**config.mk**
```make
export PLATFORM = sky130hd
export DESIGN_NAME = bram_read_sequencer
export DESIGN_NICKNAME = d
export VERILOG_FILES = /design/src/rtl/bram_read_sequencer.sv
export SDC_FILE = /design/constraint.sdc
export NUM_CORES = 1
export LEC_CHECK = 0
export CORE_MARGIN = 4
export CORE_UTILIZATION = 40
export DETAILED_ROUTE_END_ITERATION = 16
export RECOVER_POWER = 100
export SKIP_CTS_REPAIR_TIMING = 1
export SLEW_MARGIN = 15
export SYNTH_ARGS = -nofsm -noshare
export SYNTH_HDL_FRONTEND = slang
export SYNTH_SLANG_ARGS = --single-unit
```
**constraint.sdc**
```tcl
create_clock -name clk_i -period 4.77 [get_ports clk_i]
set_input_delay 1.431 -clock clk_i [delete_from_list [all_inputs] [get_ports clk_i]]
set_output_delay 1.431 -clock clk_i [all_outputs]
set_load 0.1 [all_outputs]
```
**src/rtl/bram_read_sequencer.sv**
```systemverilog
// Burst read sequencer: turns (addr, len) commands into single-word BRAM read strobes,
// buffers returned words in a small FIFO and streams them out with a last-beat marker.
//
// state  | meaning
// -------+---------------------------------------------------------------
// IDLE   | ready for a command
// ISSUE  | strobe the next word once FIFO credit allows
// WAIT   | read outstanding; wait for controller valid or watchdog expiry
// FLUSH  | zero-length command; single-cycle done pulse
module bram_read_sequencer #(
    parameter int ADDR_WIDTH = 15,
    parameter int DATA_WIDTH = 31,
    parameter int LEN_WIDTH  = 8,
    parameter int FIFO_DEPTH = 4,
    parameter int TIMEOUT    = 15
) (
    input  logic                  clk_i,
    input  logic                  rst_ni,
    input  logic                  cmd_valid_i,
    output logic                  cmd_ready_o,
    input  logic [ADDR_WIDTH-1:0] cmd_addr_i,
    input  logic [LEN_WIDTH-1:0]  cmd_len_i,
    output logic                  bram_en_o,
    output logic                  bram_we_o,
    output logic [ADDR_WIDTH-1:0] bram_addr_o,
    output logic [DATA_WIDTH-1:0] bram_din_o,
    input  logic [DATA_WIDTH-1:0] bram_dout_i,
    input  logic                  bram_valid_i,
    output logic                  m_valid_o,
    input  logic                  m_ready_i,
    output logic [DATA_WIDTH-1:0] m_data_o,
    output logic                  m_last_o,
    output logic                  done_o,
    output logic                  err_o,
    output logic                  busy_o
);

    localparam int PW = $clog2(FIFO_DEPTH);
    localparam int CW = PW + 1;
    localparam int TW = $clog2(TIMEOUT + 1);

    typedef enum logic [1:0] {S_IDLE, S_ISSUE, S_WAIT, S_FLUSH} state_e;

    state_e                  state_q, state_d;
    logic [ADDR_WIDTH-1:0]   addr_q, addr_d;
    logic [LEN_WIDTH-1:0]    rem_q, rem_d;
    logic [TW-1:0]           tmo_q, tmo_d;
    logic                    err_q, err_d;
    logic                    done_q, done_d;

    logic [DATA_WIDTH-1:0]   mem_data_q [FIFO_DEPTH];
    logic                    mem_last_q [FIFO_DEPTH];
    logic [PW-1:0]           wr_ptr_q, rd_ptr_q;
    logic [CW-1:0]           count_q;

    logic accept, credit_ok, push, pop, push_last, timeout_hit;

    // Outstanding reads are only possible in WAIT, so in ISSUE the credit is the FIFO room.
    assign accept      = (state_q == S_IDLE) && cmd_valid_i;
    assign credit_ok   = count_q < CW'(FIFO_DEPTH);
    assign push        = (state_q == S_WAIT) && bram_valid_i;
    assign pop         = (count_q != '0) && m_ready_i;
    assign push_last   = rem_q == LEN_WIDTH'(1);
    assign timeout_hit = (state_q == S_WAIT) && !bram_valid_i && (tmo_q == TW'(TIMEOUT - 1));

    always_ff @(posedge clk_i or negedge rst_ni) begin
        if (!rst_ni) state_q <= S_IDLE;
        else         state_q <= state_d;
    end

    always_comb begin
        state_d = state_q;
        case (state_q)
            S_IDLE:  if (accept) state_d = (cmd_len_i == '0) ? S_FLUSH : S_ISSUE;
            S_ISSUE: if (credit_ok) state_d = S_WAIT;
            S_WAIT: begin
                if (bram_valid_i)     state_d = push_last ? S_IDLE : S_ISSUE;
                else if (timeout_hit) state_d = S_IDLE;
            end
            S_FLUSH: state_d = S_IDLE;
            default: state_d = S_IDLE;
        endcase
    end

    always_comb begin
        cmd_ready_o = (state_q == S_IDLE);
        bram_en_o   = (state_q == S_ISSUE) && credit_ok;
        busy_o      = (state_q != S_IDLE);
        done_o      = done_q || (state_q == S_FLUSH);
    end

    always_comb begin
        addr_d = addr_q;
        rem_d  = rem_q;
        tmo_d  = '0;
        err_d  = err_q;
        done_d = pop && mem_last_q[rd_ptr_q];
        if (accept) begin
            addr_d = cmd_addr_i;
            rem_d  = cmd_len_i;
            err_d  = 1'b0;
        end else if (push) begin
            addr_d = addr_q + ADDR_WIDTH'(1);
            rem_d  = rem_q - LEN_WIDTH'(1);
        end else if (timeout_hit) begin
            err_d  = 1'b1;
            rem_d  = '0;
        end else if (state_q == S_WAIT) begin
            tmo_d  = tmo_q + TW'(1);
        end
    end

    always_ff @(posedge clk_i or negedge rst_ni) begin
        if (!rst_ni) begin
            addr_q <= '0;
            rem_q  <= '0;
            tmo_q  <= '0;
            err_q  <= 1'b0;
            done_q <= 1'b0;
        end else begin
            addr_q <= addr_d;
            rem_q  <= rem_d;
            tmo_q  <= tmo_d;
            err_q  <= err_d;
            done_q <= done_d;
        end
    end

    // Output FIFO; the credit rule guarantees push never sees a full FIFO.
    always_ff @(posedge clk_i or negedge rst_ni) begin
        if (!rst_ni) begin
            for (int i = 0; i < FIFO_DEPTH; i++) begin
                mem_data_q[i] <= '0;
                mem_last_q[i] <= 1'b0;
            end
            wr_ptr_q <= '0;
            rd_ptr_q <= '0;
            count_q  <= '0;
        end else begin
            if (push) begin
                mem_data_q[wr_ptr_q] <= bram_dout_i;
                mem_last_q[wr_ptr_q] <= push_last;
                wr_ptr_q             <= wr_ptr_q + PW'(1);
            end
            if (pop) rd_ptr_q <= rd_ptr_q + PW'(1);
            if (push && !pop)      count_q <= count_q + CW'(1);
            else if (pop && !push) count_q <= count_q - CW'(1);
        end
    end

    assign m_valid_o   = (count_q != '0);
    assign m_data_o    = m_valid_o ? mem_data_q[rd_ptr_q] : '0;
    assign m_last_o    = m_valid_o && mem_last_q[rd_ptr_q];
    assign bram_addr_o = addr_q;
    assign bram_we_o   = 1'b0;
    assign bram_din_o  = '0;
    assign err_o       = err_q;

endmodule
```
# [After elaboration in Yosys (flattened, before gate mapping)]
# Cells that the tools add are included.
[totals] latchBits=0 mem_count=0 out_inout_bits=85 reg_bits=166 ram_bits=0 rom_bits=0 elab_cells=98 inputBits=59
[classes] eq_ne=9 magnitude_cmp=4 n_mux=34 add_sub_neg=7 n_bitwise=2 shift=0 n_reduce_logical=25 div=0 n_mul=0
[ops] operator="bitwise mux 124 bit" n=1
[ops] operator="2-to-1 mux 31 bit" n=4
[ops] operator="binary-select mux 31 bit (select 2 bit)" n=1
[ops] operator="demux 31 bit (select 2 bit)" n=1
[ops] operator="2-to-1 mux 15 bit" n=2
[ops] operator="2-to-1 mux 8 bit" n=3
[ops] operator="2-to-1 mux 4 bit" n=4
[ops] operator="adder 15 x 1 -> 15 bit (second input constant)" n=1
[ops] operator="logical AND 1 bit" n=11
[ops] operator="2-to-1 mux 2 bit" n=5
[ops] operator="equality test 8 x 1 -> 1 bit (second input constant)" n=1
[ops] operator="zero test 8 bit" n=1
[ops] operator="one-hot mux 2 bit (4 select lines)" n=1
[ops] operator="nonzero test 2 bit" n=4
[ops] operator="subtractor 8 x 1 -> 8 bit (second input constant)" n=1
[ops] operator="2-to-1 mux 1 bit" n=7
[ops] operator="greater-or-equal comparator 3 bit (second input constant)" n=2
[ops] operator="2-to-1 mux 3 bit" n=2
[ops] operator="NOT 2 -> 3 bit" n=2
[ops] operator="nonzero test 3 bit" n=2
[ops] operator="adder 2 x 1 -> 2 bit (second input constant)" n=2
[ops] operator="adder 4 x 1 -> 4 bit (second input constant)" n=1
[ops] operator="bitwise mux 4 bit" n=1
[ops] operator="equality test 2 bit (second input constant)" n=2
[ops] operator="other kinds (16)" n=19

# [Logic depth before layout (Yosys ltp)]
# Gate-level depths: netlist of run 1.
[depth] depth_word=6 ltp_mapped=11 depth_no_buf=8

# [Worst setup path before layout of run 1]
# Ideal clock, no wire load.
[synth_timing] path_type="reg-to-output" from="register state_q[1]" to="output busy_o" arrival_time_ps=2789 n_path_buf=1 setup_slack_ps=550 stages_incl_launch_ff=4 t_required_ps=3339 path_cell_list="dfrtp_1 > buf_2 > nor2_1 > inv_1"
[synth_between] elab_chain_len=1
[synth_lines] item="start, declared" line="44" source="state_e state_q, state_d;"
[synth_lines] item="start signal, assigned" line="68" source="else state_q <= state_d;"
[synth_lines] item="nonzero test 2 bit" line="88" source="busy_o = (state_q != S_IDLE);"
[synth_lines] item="end, declared" line="35" source="output logic busy_o"
# Every way passes these cells.

# [Worst setup path in the final report of run 1]
[layout_timing] from="register rd_ptr_q[1]" to="output m_data_o[29]"
[layout_between] elab_chain_len=5
[layout_lines] item="start, declared" line="53" source="logic [PW-1:0] wr_ptr_q, rd_ptr_q;"
[layout_lines] item="start signal, assigned" line="145" source="if (pop) rd_ptr_q <= rd_ptr_q + PW'(1);"
[layout_lines] item="NOT 2 -> 3 bit (not written as such)" line="152" source="assign m_data_o = m_valid_o ? mem_data_q[rd_ptr_q] : '0;"
[layout_lines] item="binary-select mux 31 bit (select 2 bit)" line="152"
[layout_lines] item="2-to-1 mux 31 bit (not written as such) (2 in a row)" line="152"
[layout_lines] item="2-to-1 mux 31 bit" line="152"
[layout_lines] item="end, declared" line="31" source="output logic [DATA_WIDTH-1:0] m_data_o,"
# Every way passes these cells. The select of a mux whose other input is x is not followed.

==> results of run 1 <==
-- registers in the layout (all words and copies together), names as in the netlist --
register and cells:
mem_data_q 124, bram_addr_o 15, rem_q 8, mem_last_q 4, tmo_q 4, count_q 3
rd_ptr_q 2, state_q 2, wr_ptr_q 2, done_q 1, err_o 1
-- kinds of logic (layout without fill, tap and decap cells) --
group	after synthesis	count (layout)	share of synthesized area, %
and+or+nand+nor	129	129	8.752
xor gates and xnor gates	9	9	0.9345
adders and majority gates	11	11	1.721
other	1	32	0.04446
AOI/OAI and AO/OA	58	58	4.792
DFF	166	166	49.25
buffers and inverters	74	158	5.815
muxes	158	158	28.69
-- routing by layer --
metal / vias to the layer above / track usage, % / share of wire, %
met3: 22 / 3.817 / 4.1
li1: 2340 / - / -
met4: 0 / 5.728 / 1.8
met1: 2691 / 20.99 / 43
met5: - / 0 / 0
met2: 127 / 27.86 / 51
-- layout make-up --
type                    count  area, um^2  area share [%]
flip-flops and latches    166        4156           42.79
multi-input cells         397        3597           37.03
repair buffers            116       965.9           9.945
clock buffers              21       470.5           4.843
well taps                 270       337.8           3.478
clock inverters            11       147.6           1.520
inverters                  10       37.54          0.3864
-- worst max-delay path, delay by kind of cell, from the launching register on --
kind	cells	cell delay (ps)
flops	1	990
simple gates	1	150
buf+inv	1	870
mux	1	400
-- metrics by stage --
step,cells,cell area [um^2]
after floorplan,637,8551
after global placement,959,9530
after detailed placement,959,9530
after CTS,991,10150
after global routing,991,9713
final,991,9713
-- final timing paths --
kind	end	startpoint	slack [ps]	cells past startpoint
worst max register to register	mem_data_q[13]	state_q[1]	1740	4
max in group asynchronous	mem_data_q[14]	rst_ni	990	2
worst min register to register	mem_last_q[3]	mem_last_q[3]	480	2
min in group asynchronous	rem_q[1]	rst_ni	1570	1
worst min-delay path	mem_last_q[3]	mem_last_q[3]	480	2
worst max-delay path	m_data_o[29]	rd_ptr_q[1]	510	3
-- placed cells by master (no fill, tap or decap), drive strengths merged, types with 3 or more instances in the layout --
| cell type | instances |
|---|---|
| o21ai | 21 |
| o311ai | 6 |
| clkdlybuf4s50 | 55 |
| buf | 4 |
| clkbuf | 57 |
| a22oi | 3 |
| nor2 | 19 |
| dfrtp | 166 |
| bufinv | 3 |
| ha | 10 |
| nor3b | 5 |
| dlygate4sd3 | 21 |
| nor4 | 5 |
| and2 | 33 |
| xnor2 | 5 |
| a21oi | 7 |
| mux2 | 125 |
| xor2 | 4 |
| clkinvlp | 4 |
| nor3 | 5 |
| mux4 | 32 |
| nand2 | 30 |
| nand3 | 11 |
| and3 | 5 |
| inv | 11 |
| a221o | 10 |
| clkinv | 3 |
| conb | 32 |
-- cells in the mapped netlist, types with 10 or more instances --
cell type	number
nand2_1	25
a221o_1	10
mux4_2	32
buf_4	33
dfrtp_1	166
nand3_1	11
mux2_2	41
ha_1	10
and2_1	32
o21ai_0	21
nor2_1	19
buf_2	11
buf_6	10
clkbuf_1	10
mux2_4	75
==> flow_summary_export.csv, run 1 <==
group,metric,value,unit
cts,cts_max_level,4,
cts,cts_tree,"built",
global_routing,overflow,0,
sta,rsz0062_at_grt,"false",
logic_synthesis,ys.warnings.count,0,
routing,via_per_inst,5.227,
routing,drt_iter0_markers,248,
floorplanning,die_area,23470,um^2
sta,maxSlewViolCount,85,
floorplanning,initial_utilization,41.15,%
setup_path,path_cells,"mux4_2 > and2_1 > clkbuf_1",
floorplanning,num_io_pins,144,
global_routing,grt_use_total,16.52,%
worst_hold_path,hold_path_class,"register to register",
flow_run,maxCapViolCount,1,
place,dpl.hpwl,12.18,mm
final_layout,drive_above_1_share,19.00,%
cts,clkTransAtPathRegs,60,ps
cts,cts_buffers,17,
floorplanning,core_area,20490,um^2
setup_path,path_class,"register to primary output",
sta,max_freq,234.8,MHz
setup_path,cp_max_fo,33,
final_layout,diodes,0,
setup_path,worstPathArrival,2830,ps
routing,wl,18.67,mm
run_status,status,"finished with violations",
sta,min_period,4259,ps
logic_synthesis,synth_cells,606,
sta,finalWorstSetupSlack,510.6,ps
cts,clockBufferDepth,2,
sta,finalSetupViolations,0,
floorplanning,placementRows,52,
setup_path,crit_path_end_kind,"primary output",
logic_synthesis,synth_edf_count,0,
logic_synthesis,post_synth.cell_area_avg,13.92,um^2
routing,drc,0,
routing,vias,5180,
setup_path,slowest_stage,"dfrtp_2",
run_status,failed_checks,"max-capacitance violations, max-slew violations",
setup_path,cp-start-kind,"register",
global_routing,antenna_found_initial,0,
sta,fin_hold_ws,476.1,ps
place,place_ws,836.0,ps
logic_synthesis,synthTopCellsByArea,"dfrtp_1 (49%), mux2_4 (13%), mux4_2 (8.5%)",
global_routing,grt_pass1_wl,30.99,mm
place,numPortBuffers,111,
final_layout,utilization,47.39,%
logic_synthesis,async_reset_ff_share,100.0,%
sta,final.setup_skew,17.86,ps
logic_synthesis,syn_area,8434,um^2
sta,tns,0,ps
logic_synthesis,netlist.area_leader.share,49.25,%
final_layout,area_delta_synth_final,15.16,%
global_routing,grt_max_degree,85,
sta,hold_viol_final,0,
sta,worstMarginPinSlew,2098,ps
routing,drtAntennaViolNets,0,
logic_synthesis,synth-seq-cells,166,
setup_path,worst_ep_required_time,3340,ps
sta,fin_crit_sh,89.30,%
cts,clock_sinks,166,
floorplanning,fp.dieH,153.2,um
routing,wl_per_cell,18.84,um
logic_synthesis,ys.flop_type,"dfrtp_1",
logic_synthesis,yosysTopAreaCell,"dfrtp_1",
cts,clk_latency,430,ps
logic_synthesis,synth-seq-area-share,49.25,%
setup_path,max_stage_delay,990,ps
place,globalplace.congestion,0.8307,
sta,relSlewSlack,-39.87,%
routing,first_pass_iters,4,
global_routing,grt_pass1_vias,5769,
final_layout,fillers,1880,
logic_synthesis,ys_types,54,
floorplanning,die_w,153.2,um
final_layout,nets,778,
cts,cts_root_buffer,"clkbuf_16",
Power of run 1 is left out: the tool's default activity adds up to more than one toggle a clock period on the data nets, which glitch-free logic cannot reach.
==> run 2: changes to the inputs <==
--- a/config.mk
+++ b/config.mk
@@ -8,7 +8,6 @@
 export CORE_MARGIN = 4
 export CORE_UTILIZATION = 40
 export DETAILED_ROUTE_END_ITERATION = 16
-export RECOVER_POWER = 100
 export SKIP_CTS_REPAIR_TIMING = 1
 export SLEW_MARGIN = 15
 export SYNTH_ARGS = -nofsm -noshare
==> constraint.sdc (replaced) <==
create_clock -name clk_i -period 4.77 [get_ports clk_i]
set_input_delay 0.477 -clock clk_i [delete_from_list [all_inputs] [get_ports clk_i]]
set_output_delay 0.477 -clock clk_i [all_outputs]
set_load 0.1 [all_outputs]
==> run 2 against run 1 <==
The flow now finishes without violations; clock skew shrank 11 ps; maximum frequency is 12% higher; via count grew 0.48%; global-route usage grew 0.34 points; cell count fell by 0.10%; die area did not move; critical path depth rose by 1; worst setup slack gained 460 ps.
==> flow_summary_export.csv, run 2 (synthesized netlist as in run 1, its figures left out) <==
group,metric,value,unit
final_layout,multi_input_area,3909,um^2
routing,drt_iter0_markers,230,
floorplanning,placementRows,52,
sta,max_freq,263.0,MHz
setup_path,worstPathArrival,3330,ps
setup_path,reg2reg_to,"mem_data_q[74]",
flow_run,maxCapViolCount,0,
global_routing,grt_pass1_wl,31.68,mm
sta,maxSlewViolCount,0,
sta,worstMarginPinSlew,1033,ps
cts,clkTransAtPathRegs,60,ps
floorplanning,core_area,20490,um^2
cts,clk_latency,410,ps
sta,fin_crit_sh,79.72,%
global_routing,overflow,0,
run_status,status,"completed",
routing,via_per_inst,5.258,
setup_path,cp-start-kind,"register",
global_routing,grt_use_total,16.86,%
final_layout,nets,779,
sta,min_period,3803,ps
routing,first_pass_iters,5,
routing,vias,5205,
final_layout,diodes,0,
cts,cts_root_buffer,"clkbuf_16",
floorplanning,initial_utilization,41.15,%
setup_path,cp_max_fo,21,
routing,drtAntennaViolNets,0,
final_layout,layout_common_cells,"dfrtp_1 (164), clkdlybuf4s50_1 (110), mux2_4 (75)",
routing,wl_per_cell,19.57,um
global_routing,grt_max_degree,97,
cts,clockBufferDepth,2,
setup_path,path_class,"register to primary output",
global_routing,antenna_found_initial,0,
final_layout,regArea,4156,um^2
sta,hold_viol_final,0,
setup_path,worst_ep_required_time,4290,ps
worst_hold_path,hold_path_class,"input pin to async pin",
floorplanning,die_area,23470,um^2
setup_path,crit_path_end_kind,"primary output",
cts,cts_tree,"built",
final_layout,final_common_cell,"dfrtp_1",
floorplanning,fp.dieH,153.2,um
sta,final.setup_skew,7.293,ps
final_layout,area_delta_synth_final,20.43,%
cts,clock_sinks,166,
setup_path,r2r_slack,1950,ps
place,dpl.hpwl,12.48,mm
sta,rsz0062_at_grt,"false",
sta,relSlewSlack,30.91,%
final_layout,fillers,1807,
sta,finalSetupViolations,0,
setup_path,r2r_cells,4,
routing,drc,0,
place,numPortBuffers,111,
final_layout,largest_register_ffs,124,
place,globalplace.congestion,0.8097,
final_layout,drive_above_1_share,27.50,%
sta,tns,0,ps
floorplanning,die_w,153.2,um
global_routing,grt_pass1_vias,5638,
cts,cts_buffers,17,
cts,cts_max_level,4,
setup_path,r2r_start,"state_q[1]",
routing,wl,19.37,mm
final_layout,regMostFlops,"mem_data_q",
floorplanning,num_io_pins,144,
[run 2: metrics by stage]
| stage | setup WS [ps] | hold WS (ps) | std cells | utilization (%) | area, um^2 |
|---|---|---|---|---|---|
| after floorplan | 1504 | 181.4 | 637 | - | 8551 |
| after global placement | 1382 | 458.6 | 960 | 46.83 | 9598 |
| after global routing | 736.8 | 218.2 | 990 | 49.56 | 10160 |
| after detailed placement | 1323 | 470.9 | 960 | 46.83 | 9598 |
| after CTS | 869.3 | 179.9 | 990 | 49.56 | 10160 |
| final | 967.4 | 128.3 | 990 | 49.56 | 10160 |
[run 2: worst max-delay path by stage]
stage | start | end | slack [ps]
floorplan | state_q[1] | busy_o | 1500
global placement | rd_ptr_q[0] | m_data_o[1] | 1380
detailed placement | rd_ptr_q[0] | m_data_o[8] | 1320
CTS | rd_ptr_q[0] | m_data_o[8] | 870
global route | rd_ptr_q[0] | m_data_o[14] | 740
finish | rd_ptr_q[0] | m_data_o[10] | 970
[run 2: worst max-delay path: stages, from the launching register on]
cell and delay, ps:
dfrtp_2 870, buf_4 370, mux4_2 530, and2_1 170
clkdlybuf4s50_1 960
[run 2: metal layers]
layer	track usage (%)	vias to the layer above	wire length, um
met2	27.68	131	9623
met4	4.285	0	182
met3	3.393	16	752
met5	0	-	0
li1	-	2339	-
met1	23.10	2719	8814
[run 2: cell type report]
type,instances,area share (%)
inverters,10,0.3696
multi-input cells,397,38.48
well taps,270,3.326
flip-flops and latches,166,40.92
clock inverters,8,0.7391
repair buffers,117,11.39
clock buffers,22,4.767
Power of run 2 is left out for the same reason.
==> run 3: changes to the inputs <==
==> constraint.sdc (replaced) <==
create_clock -name clk_i -period 3.7 [get_ports clk_i]
set_input_delay 0.37 -clock clk_i [delete_from_list [all_inputs] [get_ports clk_i]]
set_output_delay 0.37 -clock clk_i [all_outputs]
set_load 0.1 [all_outputs]
==> run 3 against run 2 <==
The run now ends with negative hold slack left; non-clock buffer count shrank 1; routed wire length shrank 3.9%; global-route usage shrank 0.46 points; critical endpoint is now m_data_o[30]; final area shrank 0.12%; first-iteration DRC count grew 8.7%; utilization shrank 0.061 points.
==> flow_summary_export.csv, run 3 (synthesized netlist as in run 1, its figures left out) <==
group,metric,value,unit
global_routing,antenna_found_initial,1,
routing,wl,18.63,mm
worst_hold_path,hold_path_class,"input pin to async pin",
routing,wl_per_cell,18.78,um
floorplanning,fp.dieH,153.2,um
cts,cts_max_level,4,
cts,clk_latency,420,ps
final_layout,regArea,4156,um^2
cts,cts_root_buffer,"clkbuf_16",
routing,vias,5143,
floorplanning,core_area,20490,um^2
global_routing,overflow,0,
place,dpl.hpwl,11.99,mm
flow_run,maxCapViolCount,0,
final_layout,area_delta_synth_final,20.28,%
sta,rsz0062_at_grt,"false",
sta,finalSetupViolations,0,
sta,relSlewSlack,34.77,%
sta,fin_crit_sh,76.82,%
place,globalplace.congestion,0.8293,
run_status,status,"finished with violations",
sta,final.setup_skew,10.11,ps
routing,via_per_inst,5.184,
cts,cts_tree,"built",
routing,drt_iter0_markers,250,
floorplanning,die_area,23470,um^2
setup_path,crit_path_end_kind,"primary output",
cts,cts_buffers,17,
setup_path,cp_max_fo,18,
global_routing,grt_max_degree,85,
floorplanning,initial_utilization,41.15,%
place,numPortBuffers,111,
run_status,failed_checks,"negative hold slack",
final_layout,multi_input_area,3909,um^2
sta,worstMarginPinSlew,975.4,ps
sta,max_freq,351.8,MHz
routing,first_pass_iters,5,
final_layout,fillers,1799,
final_layout,nets,778,
setup_path,worst_ep_required_time,3330,ps
global_routing,grt_pass1_wl,30.72,mm
sta,tns,0,ps
routing,drc,0,
final_layout,final_common_cell,"dfrtp_1",
floorplanning,die_w,153.2,um
cts,clkTransAtPathRegs,70,ps
cts,clock_sinks,166,
sta,maxSlewViolCount,0,
cts,clockBufferDepth,2,
final_layout,largest_register_ffs,124,
floorplanning,num_io_pins,144,
routing,drtAntennaViolNets,0,
setup_path,cp-start-kind,"register",
global_routing,grt_pass1_vias,5636,
final_layout,regMostFlops,"mem_data_q",
setup_path,path_class,"register to primary output",
final_layout,drive_above_1_share,32.04,%
setup_path,worstPathArrival,2470,ps
sta,fin_hold_ws,-27.62,ps
sta,hold_viol_final,7,
final_layout,layout_common_cells,"dfrtp_1 (164), clkdlybuf4s50_1 (76), mux2_4 (75)",
floorplanning,placementRows,52,
global_routing,grt_use_total,16.41,%
sta,min_period,2842,ps
[run 3: layout make-up]
cell class                 instances  share of cell area [%]
antenna                            1                 0.02467
clock buffer                      24                   4.847
timing repair buffer             116                   10.74
clock inverter                     8                   1.184
multi-input combinational        397                   38.53
tap                              270                   3.330
sequential                       166                   40.97
inverter                          10                  0.3700
[run 3: path summary, 6_finish.rpt]
path	start	to	slack, ps	depth (start not counted)
min in group clk_i	mem_last_q[2]	mem_last_q[2]	480	2
hold / removal	rst_ni	rem_q[1]	-30	1
hold reg to reg	mem_last_q[2]	mem_last_q[2]	480	2
setup / recovery	rd_ptr_q[0]	m_data_o[30]	860	4
max in group asynchronous	rst_ni	mem_data_q[106]	2810	2
setup reg to reg	state_q[1]	count_q[2]	1100	8
[run 3: routing by layer]
layer | vias up | part of all wire [%] | track usage [%]
li1 | 2332 | - | -
met1 | 2669 | 43 | 21.14
met2 | 123 | 50 | 27.42
met3 | 19 | 4.6 | 4.665
met4 | 0 | 1.6 | 4.200
met5 | - | 0 | 0
[run 3: through the flow]
step	instances	util (%)	setup slack [ps]	area, um^2
5_1_grt	992	49.50	699.6	10140
6_report	992	49.50	857.7	10140
3_3_place_gp	959	46.50	882.4	9530
4_1_cts	991	49.49	792.3	10140
2_1_floorplan	637	-	540.6	8551
3_5_place_dp	959	46.50	782.8	9530
[run 3: critical path, stage by stage (launching register included)]
cell     delay (ps)
dfrtp_2         790
buf_12          290
mux4_2          520
and2_1          210
buf_4           240
Power of run 3 is left out for the same reason.
